[src/rtl/rr_arb4_stage.sv]
// Four-channel round-robin arbiter feeding a registered valid/ready output stage.
// The combinational select drives the downstream mux4 tree; the chosen word is
// captured in the output register on the accept edge.
module rr_arb4_stage #(
  parameter int unsigned WIDTH = 8
) (
  input  logic             clk,
  input  logic             rst,
  input  logic [3:0]       in_valid,
  output logic [3:0]       in_ready,
  input  logic [WIDTH-1:0] a,
  input  logic [WIDTH-1:0] b,
  input  logic [WIDTH-1:0] c,
  input  logic [WIDTH-1:0] d,
  output logic [1:0]       sel,
  output logic             out_valid,
  input  logic             out_ready,
  output logic [WIDTH-1:0] out_data,
  output logic [1:0]       out_src
);

  logic [1:0]       ptr;
  logic [1:0]       winner;
  logic [1:0]       idx;
  logic             any_valid;
  logic             load_en;
  logic             accept;
  logic [WIDTH-1:0] mux_word;

  // Rotating-priority scan: first requesting channel at or after ptr wins
  always_comb begin
    winner    = '0;
    any_valid = 1'b0;
    idx       = '0;
    for (int unsigned k = 0; k < 4; k++) begin
      idx = ptr + 2'(k);
      if (!any_valid && in_valid[idx]) begin
        winner    = idx;
        any_valid = 1'b1;
      end
    end
  end

  // Register may take a new word when empty or draining this cycle
  assign load_en = !out_valid || out_ready;
  assign accept  = load_en && any_valid && !rst;

  // With no requester the select parks on the current priority pointer
  assign sel = any_valid ? winner : ptr;

  // One-hot grant to the winner only when a load can happen
  always_comb begin
    in_ready = '0;
    if (accept) begin
      in_ready[winner] = 1'b1;
    end
  end

  // mux4 tree: sel[0] picks within a pair, sel[1] picks the pair
  always_comb begin
    mux_word = '0;
    case (sel)
      2'd0:    mux_word = a;
      2'd1:    mux_word = b;
      2'd2:    mux_word = c;
      default: mux_word = d;
    endcase
  end

  // Output register, source tag and priority pointer update
  always_ff @(posedge clk or posedge rst) begin
    if (rst) begin
      out_valid <= 1'b0;
      out_data  <= '0;
      out_src   <= '0;
      ptr       <= '0;
    end else if (accept) begin
      out_valid <= 1'b1;
      out_data  <= mux_word;
      out_src   <= winner;
      ptr       <= winner + 2'd1;
    end else if (out_ready) begin
      out_valid <= 1'b0;
    end
  end

endmodule

[config.mk]
export PLATFORM = sky130hd
export DESIGN_NAME = rr_arb4_stage
export DESIGN_NICKNAME = d
export VERILOG_FILES = /design/src/rtl/rr_arb4_stage.sv
export SDC_FILE = /design/constraint.sdc
export NUM_CORES = 1
export LEC_CHECK = 0
export ABC_AREA = 1
export ABC_CLOCK_PERIOD_IN_PS = 2300
export CAP_MARGIN = 10
export CORE_MARGIN = 5
export CORE_UTILIZATION = 43
export DETAILED_ROUTE_END_ITERATION = 8
export HOLD_SLACK_MARGIN = 0.15
export PLACE_DENSITY = 0.85
export SLEW_MARGIN = 0
export SYNTH_ARGS = -nofsm -noshare
export SYNTH_HDL_FRONTEND = slang
export SYNTH_SLANG_ARGS = --single-unit
[constraint.sdc]
create_clock -name clk -period 2.3 [get_ports clk]
set_input_delay 0.345 -clock clk [delete_from_list [all_inputs] [get_ports clk]]
set_output_delay 0.345 -clock clk [all_outputs]
set_load 0.02 [all_outputs]
## After elaboration in Yosys (flattened, before gate mapping)

Index checks and enable logic that the tools add are counted.

| word-level totals | value |
|---|---|
| output and inout bits | 17 |
| bits of input ports | 39 |
| register bits after elaboration | 13 |

| operators by class | value |
|---|---|
| eq/ne operators | 2 |
| add/subtract/negate cells | 4 |
| mux-type cells | 23 |
| magnitude comparators | 6 |
| reduce and logical (&&, ||, !) cells | 14 |

Operators with widths:

| kind | number |
|---|---|
| 8-bit one-hot mux with 3 select lines | 1 |
| 2-bit by 3-bit < comparator with 1-bit output (second input constant) | 5 |
| 1-bit 2-to-1 mux | 11 |
| 2-bit 2-to-1 mux | 5 |
| 1-bit binary-select mux with 2-bit select | 4 |
| 1-bit logical AND | 6 |
| 1-bit zero test | 5 |
| 2-bit by 1-bit adder with 2-bit output (second input constant) | 2 |
| 2-bit adder (second input constant) | 2 |
| 4-bit 2-to-1 mux | 1 |
| 1-bit demux with 2-bit select | 1 |
| 2-bit by 1-bit equality test with 1-bit output (second input constant) | 1 |
| 2-bit equality test (second input constant) | 1 |
| 2-bit by 1-bit >= comparator with 1-bit output (second input constant) | 1 |
| 2-bit zero test | 1 |
| 2-bit nonzero test | 1 |
| 1-bit logical OR | 1 |

## Depth between registers and ports, before layout

Gate-level depths: netlist of the first run.

| depth | value |
|---|---|
| depth in word-level cells | 17 |
| mapped depth | 16 |

## Worst setup path after synthesis of the first run

Ideal clock, no wire load.

| timing | value |
|---|---|
| path type | register -> output |
| start | register ptr[0] |
| end | output in_ready[0] |
| arrival | 1739 ps |
| setup slack | 216 ps |
| stages on the path, launching flop included | 12 |
| cells stage by stage | dfrtp_1 > buf_6 > nand2_2 > nand3_1 > nand2_1 > inv_1 > nand3_2 > inv_2 > nor3_4 > inv_1 > buf_4 > nor2_1 |

| between the ends | value |
|---|---|
| cells in the longest elaborated chain, start to end | 17 |
| elaborated cells on any way between the ends | 33 |
| classes of those cells | add/sub (3); order compare (2); mux (19); reduce/logical (9) |

Ends and longest elaborated chain:

| item | RTL line | source |
|---|---|---|
| from (decl) | 22 | `logic [1:0] ptr;` |
| from (signal assigned) | 81 | `ptr <= winner + 2'd1;` |
| branches (longest 16 deep; another with 2-bit by 3-bit < comparator with 1-bit output) | - |  |
| 4-bit 2-to-1 mux * | 54 | `if (accept) begin` |
| to (decl) | 10 | `output logic [3:0] in_ready,` |

Every way passes the cells marked *. The select of a mux whose other input is x is not followed.

## Worst setup path after layout of the first run

| timing | value |
|---|---|
| start | input in_valid[1] |
| end | output in_ready[1] |

| between the ends | value |
|---|---|
| cells in the longest elaborated chain, start to end | 17 |
| elaborated cells on any way between the ends | 30 |
| classes of those cells | order compare (2); mux (19); reduce/logical (9) |

Ends and longest elaborated chain:

| item | RTL line | source |
|---|---|---|
| from (decl) | 9 | `input logic [3:0] in_valid,` |
| 1-bit binary-select mux with 2-bit select | 37 | `if (!any_valid && in_valid[idx]) begin` |
| 1-bit 2-to-1 mux (implied by the code) | 37 |  |
| 1-bit 2-to-1 mux | 37 |  |
| 1-bit zero test | 37 |  |
| 1-bit logical AND | 37 |  |
| 1-bit 2-to-1 mux | 37 |  |
| 1-bit zero test | 37 |  |
| 1-bit logical AND | 37 |  |
| [... 2 more ...] | - |  |
| 1-bit logical AND | 37 |  |
| 2-bit 2-to-1 mux * | 37 |  |
| net winner[0] | 23 | `logic [1:0] winner;` |
| 2-bit by 3-bit < comparator with 1-bit output (implied by the code) / 2-bit by 1-bit >= comparator with 1-bit output (equally long branches) | 55 | `in_ready[winner] = 1'b1;` |
| 1-bit logical AND (implied by the code) | 55 |  |
| 1-bit 2-to-1 mux (implied by the code) | 55 |  |
| 1-bit demux with 2-bit select * | 55 |  |
| 4-bit 2-to-1 mux * | 54 |  |

The timed path passes the listed nets; every way through them passes the cells marked *. The select of a mux whose other input is x is not followed.

==> results of run 1 <==
## per-layer routing
metal / share of wire / routed length (µm) / GRT usage
met1: 0.41 / 1727 / 0.2256
met4: 0.028 / 119 / 0.08629
met2: 0.52 / 2217 / 0.2979
met5: 0 / 0 / 0
met3: 0.042 / 178 / 0.01531
## stage by stage
step / setup WS (ns) / setup TNS (ns) / utilization
global placement: -0.4681 / -2.565 / 0.6715
floorplan: 0.2163 / 0 / -
finish: -0.1437 / -0.8257 / 0.7550
global route: -0.2856 / -2.551 / 0.7550
detailed placement: -0.5804 / -3.500 / 0.6715
CTS: -0.07393 / -0.2809 / 0.7029
## worst reg2reg max path, cell delays in order, from the launching register on
cell and delay (ns):
dfrtp_2 0.47, buf_6 0.17, nand2_1 0.06, nand2_1 0.09
nand2_1 0.11, nand2_2 0.07, nand4_1 0.15, nand3_4 0.14
buf_4 0.16, buf_4 0.12, buf_4 0.13, nor2_4 0.16
clkbuf_16 0.17, nand3_1 0.07, nand3_1 0.11, nand2_1 0.06
nand2_1 0.05
## sequential cells by signal, indices dropped and copies added, names as in the netlist
signal,count
out_src,2
out_data,8
ptr,2
out_valid,1
## logic make-up (layout without fill, tap and decap cells)
group,after synthesis,in the layout,synth area share
AOI/OAI and AO/OA,17,17,0.07342
and+or+nand+nor,131,131,0.5140
buffers and inverters,38,113,0.1338
DFF,13,13,0.2416
adders and majority gates,4,4,0.03718
## final cells by class
| cell class | count | area (µm²) |
|---|---|---|
| well taps | 44 | 55.05 |
| repair inverters | 1 | 7.507 |
| fillers | 224 | 742.0 |
| clock buffers | 4 | 26.28 |
| multi-input cells | 152 | 965.9 |
| inverters | 29 | 118.9 |
| repair buffers | 79 | 784.5 |
| flip-flops and latches | 13 | 327.8 |
## cell usage after synthesis, types with 4 or more instances
cell type / instances
inv_2: 4
nand2_1: 60
nand2_2: 11
nand3_2: 6
dfrtp_1: 13
inv_1: 25
nand3_1: 27
ha_1: 4
nand3b_1: 8
o21ai_1: 8
nor2_1: 8
o21ai_0: 6
## power groups by stage
stage | Sequential [W] | Combinational (W) | Clock (W)
after floorplan | 0.000523 | 0.00191 | 0
after global routing | 0.000448 | 0.00398 | 0.000155
after detailed placement | 0.000415 | 0.00301 | 0
after global placement | 0.000411 | 0.00297 | 0
after CTS | 0.000424 | 0.00316 | 0.000148
final | 0.000432 | 0.00365 | 0.000141
## worst min-delay path by stage
stage / startpoint / endpoint / slack, ns / cells after the start
2_1_floorplan: rst / out_data[0]$_DFFE_PP0P_ / 0.22 / 1
3_3_place_gp: out_data[5]$_DFFE_PP0P_ / out_data[5]$_DFFE_PP0P_ / 0.46 / 2
3_5_place_dp: out_data[5]$_DFFE_PP0P_ / out_data[5]$_DFFE_PP0P_ / 0.47 / 2
4_1_cts: rst / ptr[1]$_DFFE_PP0P_ / 0.47 / 2
5_1_grt: out_data[1]$_DFFE_PP0P_ / out_data[1]$_DFFE_PP0P_ / 0.50 / 2
6_report: rst / out_valid$_DFFE_PP0P_ / 0.47 / 2
## what timing repair did
| item | CTS | global route |
|---|---|---|
| hold endpoints to repair | 0 | 0 |
| gates cloned | 1 | 1 |
| resized for setup | 46 | 33 |
| buffers inserted | 3 | 3 |
| setup endpoints to repair | 6 | 14 |
| pin swaps | 13 | 16 |
==> results.md, run 1 <==
Die:
- The floorplan step defined a die boundary enclosing 4350 µm².
- For this configuration, the core starts out at a cell density of 0.4446.
- The die is 65.96 µm tall.
- The region available for standard cell placement spans 3028 µm².
- The floorplan step set the die width to 65.96 µm.
- The site row count is 20.
- 56 I/O pins were placed.

Critical path:
- For this run, the slowest stage of the critical path takes 0.49 ns.
- The cell family contributing the most delay on the critical path is buffers and inverters.
- The signal on the critical path passes through clkdlybuf4s50_1 -> inv_1 -> nand2_1 -> nand2_1 -> nand2_1 -> nand2_2 -> nor2_1 -> nor2_2 -> nand2_2 -> nand2_4 -> inv_4 -> ha_4 -> inv_2 -> nor2_2 -> buf_6.
- The start point of the critical path is in_valid[1].
- The data arrival time of the critical path is 2.10 ns.
- The worst setup path is captured at an output pin.
- The worst setup path is launched from a primary input.
- The required time at the worst-slack endpoint is 1.96 ns.
- The depth of the worst register-to-register path is 16.
- The critical register-to-register path endpoint is out_data[4]$_DFFE_PP0P_.
- The critical path ends at in_ready[1].
- The number of buffers and inverters on the critical path is 5.
- The start of the worst register-to-register path is ptr[0]$_DFFE_PP0P_.
- The library cell appearing most often on the critical path is nand2_1.
- In this run the worst path has a maximum fanout of 4.
- The slowest stage of the critical path belongs to the cell clkdlybuf4s50_1.
- In this run the number of cells on the critical path is 15.
- The type of the setup path with the least slack is in2out.
- The flop-to-flop setup slack is -0.05 ns.

STA:
- Dividing the final minimum period by the clock period gives 1.062.
- The maximum clock rate is 0.4092 GHz.
- Hold timing on the final database bottoms out at a slack of 0.4662 ns.
- The transition time of the tightest slew-check pin is 0.4838 ns.
- Setup repair after global routing could not meet its margin everywhere.
- The tightest slew margin relative to the limit is 0.6771.
- The setup slack after layout is -0.1437 ns.
- The worst path in the final design needs a cycle of 2.444 ns, including I/O delays and setup.
- The final number of setup-violating endpoints is 13.
- The final max-slew violation count is 0.
- The final hold violation count came to 0.
- Across the routed clock network, the largest skew measured is 0.006574 ns.

Clock tree:
- In this run the number of H-tree levels came out at 1.
- Clock latency on the worst-skew pair, taken at its later pin, is 0.28 ns.
- The maximum count of clock buffers along a single path is 2.
- The CTS buffer count is 3.
- The total clock sinks is 13.
- The number of hold buffers added after cts is 0.
- Clock-pin slew was measured on the worst setup and hold paths at 0.08 ns.
- The root buffer cell chosen for the clock tree is clkbuf_4.
- TritonCTS built the clock tree.

Power:
- The cell-internal power is 0.002030 W.
- Of the total power, combinational logic draws 0.865.
- The power after layout is 0.004227 W.
- The share of total power dissipated in the clock network is 0.033.
- The worst voltage drop across the vdd grid is 1189 µV.
- The power density relative to cell area is 1849 nW/µm².
- Of the total power, the share spent switching nets is 0.5199.
- The part of the total power dissipated in sequential elements is 0.102.
- The static leakage is 1.120 nW.
- The power dissipated by switching net loads is 0.002198 W.

Finish:
- The number of inserted diodes is 0.
- Once layout is done, the placed cells without fillers occupy 2286 µm².
- Relative to the synthesized area, the layout overhead comes to 69.80%.
- The ratio of cells with drive above 1 in the final layout is 0.3273.
- The net count of the finished layout is 322.
- Leaving out fill and tap cells, the most frequent cells in the layout are 49 x nand2_1, 49 x clkdlybuf4s50_1, 26 x nand3_1.
- The count of placed standard cells in the final layout, fillers left out is 322.

Placement:
- The placed instance count is 310.
- The total placed instance area is 2033 µm².
- Detailed placement finished with a half-perimeter wire length of 2965 µm.
- In this run the tool buffered the top-level ports with 55 buffer cells.
- Routability-driven placement finished with a final weighted congestion of 0.8942.

Drt:
- The residual antenna-violating net count after detailed routing is 0.
- The via count is 1570.
- After detailed routing, the average wire length per cell comes to 13.17 µm.
- The number of vias per cell after detailed routing is 4.876.
- The pre-antenna-repair detailed-routing pass consisted of 4 iterations.
- For this block, the initial DRC count from the detailed router was 47.
- The routed design has 4242 µm of wire.
- The post-detailed-route DRC marker count is 0.

Global routing:
- The via count of the first global-routing pass is 1282.
- The first global-routing pass estimated 5913 µm of wire.
- Summed over all layers, the global routing overflow is 0.
- The global routing usage summed across all routing layers is 0.1769.
- Entering global routing, the biggest net connects 22 pins.
- The number of antenna violations at the first check in global routing came to 0.

Synth:
- The top cell type's share of synthesized area is 0.2416.
- Summed over all instances, the cell type with the most area after synthesis is dfrtp_1.
- The portion of the post-synthesis area used by sequential elements is 0.2416.
- In the post-synthesis netlist, the biggest area contributors are dfrtp_1 24%, nand2_1 17%, nand3_1 10%, inv_1 7.0%, nand2_2 5.1%.
- A synthesized cell averages 6.632 µm².
- The register bit count reported by yosys is 13.
- Counting flops with a built-in enable in the synthesized netlist gives 0.
- The synthesized instance count is 203.
- The number of distinct standard cells referenced by the synthesized netlist is 24.
- The share of flip-flops with an asynchronous set or reset is 1.000.
- When the netlist entered floorplanning its net count stood at 246.
- The number of warnings reported in the yosys synthesis log is 0.
- The commonest register cell after synthesis is dfrtp_1.
- The cell area that synthesis handed to floorplanning was 1346 µm².

Status:
- The flow ran to the end, but the final reports show violations.
- The checks that failed: setup timing.

Job:
- The tool flagged a number of max-cap violations equal to 0.

Min path:
- The path class of the lowest-slack min-delay path is in2async.
(Power assumes the default switching activity.)
==> run 2, diff against run 1 <==
Settings changed: PLACE_DENSITY 0.85 to 0.8.
==> results.md, run 2 (synthesis results as in run 1) <==
Finish:
- Relative to the synthesized area, the layout overhead comes to 68.12%.
- The post-layout net count is 324.
- Counting flops per register, the top entry is out_data.
- 0 antenna diodes ended up in the layout.
- The register with the most flip-flops in the layout has 8 of them.
- The count of placed standard cells in the final layout, fillers left out is 324.
- The largest registers in the layout are out_data x8, out_src x2, ptr x2.
- After filler insertion, the fill cell instance count of the layout stands at 226.
- For this run, the share of the core covered by cells in the final layout is 0.7475.
- In the layout the commonest cells are 51 x nand2_1, 49 x clkdlybuf4s50_1, 24 x buf_4.
- Of the cells placed in the final design, the portion with a size suffix greater than 1 is 0.3143.
- The commonest non-fill, non-tap cell in the layout is nand2_1.

Placement:
- The placed instance count is 310.
- The weighted congestion at the end of routability-driven global placement is 0.8695.
- Once detailed placement completed, the half-perimeter wirelength came to 2992 µm.
- Input and output buffers added on the ports amount to 55.

Drt:
- The first detailed-routing pass took 4 iterations.
- Across all layers, the routed design uses 1578 vias.
- After the first detailed-routing iteration, the DRC count stood at 65.
- In this run the remaining antenna-violating nets after routing total 0.
- Using the TritonRoute via totals, the vias-per-cell ratio works out to 4.870.
- The routed length per placed instance is 13.74 µm.
- The post-detailed-route DRC marker count is 0.
- Wires add up to 4452 µm.

STA:
- Across the routed clock network, the largest skew measured is 0.003653 ns.
- The final max-slew violation count is 0.
- After layout, the minimum clock period comes to 2.430 ns.
- The transition time of the tightest slew-check pin is 0.5062 ns.
- The tightest slew margin relative to the limit is 0.6622.
- The setup slack after layout is -0.1303 ns.
- Setup repair after global routing could not meet its margin everywhere.
- The fraction of the cycle the final worst path needs is 1.057.
- The maximum clock rate is 0.4115 GHz.
- Adding up every negative setup slack in the final design gives -0.6694 ns.
- The final number of setup-violating endpoints is 12.
- The final hold violation count is 0.

Status:
- The run finished, with violations left.
- The checks that failed: setup timing.

Clock tree:
- The number of hold buffers added after cts is 0.
- The clock edge transition at the registers on the reported setup and hold paths is 0.09 ns.
- The total clock sinks is 13.
- The clock insertion delay at the later pin of the skew report is 0.29 ns.
- The CTS buffer count is 3.
- In this run the deepest clock path goes through 2 buffers.
- The number of levels in the clock H-tree is 1.
- TritonCTS built the clock tree.
- The buffer type at the clock tree root is clkbuf_4.

Critical path:
- STA classifies the critical path startpoint as a register.
- The top fanout value on the critical path is 6.
- The critical path endpoint category is an output pin.
- The type of the setup path with the least slack is reg2out.
- At the worst endpoint, the arrival time is 2.09 ns.
- The required time at the worst-slack endpoint is 1.96 ns.

Die:
- The floorplan has 20 rows.
- From bottom edge to top edge, the die measures 65.96 µm.
- The initial core utilization is 0.4446.
- The horizontal extent of the die is 65.96 µm.
- The core region is 3028 µm².
- The die covers 4350 µm².
- The number of I/O pins is 56.

Power:
- The worst voltage drop across the vdd grid is 1543 µV.
- For this design the ratio of total power to cell area is 1849 nW/µm².
- The static leakage is 1.136 nW.

Global routing:
- The via count of the first global-routing pass came to 1333.
- The largest net degree at the start of global routing is 22.
- The first-pass GRT wire length is 6127 µm.
- The number of antenna violations at the first check in global routing is 0.
- The sum of overflow across all layers after global routing is 0.
- The global routing usage summed across all routing layers is 0.1836.

Min path:
- The min-delay analysis places its worst path in the category in2async.

Job:
- The number of maximum-capacitance violations is 0.
==> run 2: cell types whose count changed in the layout (fill, tap and decap cells not counted), sizes merged <==
| cell | delta |
|---|---|
| buf | +2 |
==> run 2: per-layer routing <==
layer / up-vias / wire (µm) / GRT usage
met5: - / 0 / 0
met4: 0 / 104 / 0.07614
met3: 11 / 296 / 0.02551
met2: 56 / 2309 / 0.2991
met1: 712 / 1742 / 0.2420
li1: 799 / - / -
==> run 2: layout make-up <==
class                           instances  area, µm²  area share
Multi-Input combinational cell        152      948.4      0.4190
Timing Repair Buffer                   81      785.8      0.3472
Sequential cell                        13      326.6      0.1443
Inverter                               29      113.9     0.05030
Tap cell                               44      55.05     0.02432
Clock buffer                            4      26.28     0.01161
Timing Repair inverter                  1      7.507    0.003317
==> run 2: report_power, final <==
part / total [W] / switching (W) / internal (W)
Combinational: 0.00359 / 0.00201 / 0.00159
Clock: 0.000156 / 0.0000881 / 0.0000676
Sequential: 0.000436 / 0.0000912 / 0.000345
==> run 2: per-stage QoR <==
step	worst slack (ns)	total power [W]	hold slack (ns)	cell area (µm²)
3_5_place_dp	-0.5205	0.003367	0.4666	2021
5_1_grt	-0.2441	0.004543	0.5108	2263
3_3_place_gp	-0.4727	0.003320	0.4613	2021
2_1_floorplan	0.2163	0.002433	0.2220	1346
6_report	-0.1303	0.004185	0.4720	2263
4_1_cts	-0.08849	0.003638	0.4886	2100
==> run 2: repair_timing <==
item | CTS | global route
setup endpoints to repair | 6 | 14
pin swaps | 10 | 22
buffers inserted | 4 | 4
cloned | 1 | 1
resized for setup | 40 | 24
==> run 2: worst paths after layout <==
| path | slack (ns) | to | cells after the start | start |
|---|---|---|---|---|
| worst max-delay path | -0.13 | in_ready[1] | 13 | ptr[0]$_DFFE_PP0P_ |
| worst min-delay path | 0.47 | out_src[1]$_DFFE_PP0P_ | 2 | rst |
| worst max register to register | -0.04 | out_data[6]$_DFFE_PP0P_ | 16 | ptr[0]$_DFFE_PP0P_ |
| worst min register to register | 0.49 | out_data[6]$_DFFE_PP0P_ | 2 | out_data[6]$_DFFE_PP0P_ |
| max in group asynchronous | 1.46 | ptr[0]$_DFFE_PP0P_ | 2 | rst |
| min in group clk | 0.49 | out_data[6]$_DFFE_PP0P_ | 2 | out_data[6]$_DFFE_PP0P_ |
==> run 2: worst max-delay path, stage by stage (launching register included) <==
cell	delay, ns
dfrtp_2	0.49
buf_6	0.15
nand2_2	0.11
nand3_4	0.10
nand2_4	0.13
nor2_2	0.06
nor2_2	0.12
nand2_2	0.09
nand2_4	0.08
inv_2	0.04
ha_1	0.18
inv_1	0.05
nor2_1	0.03
buf_4	0.16
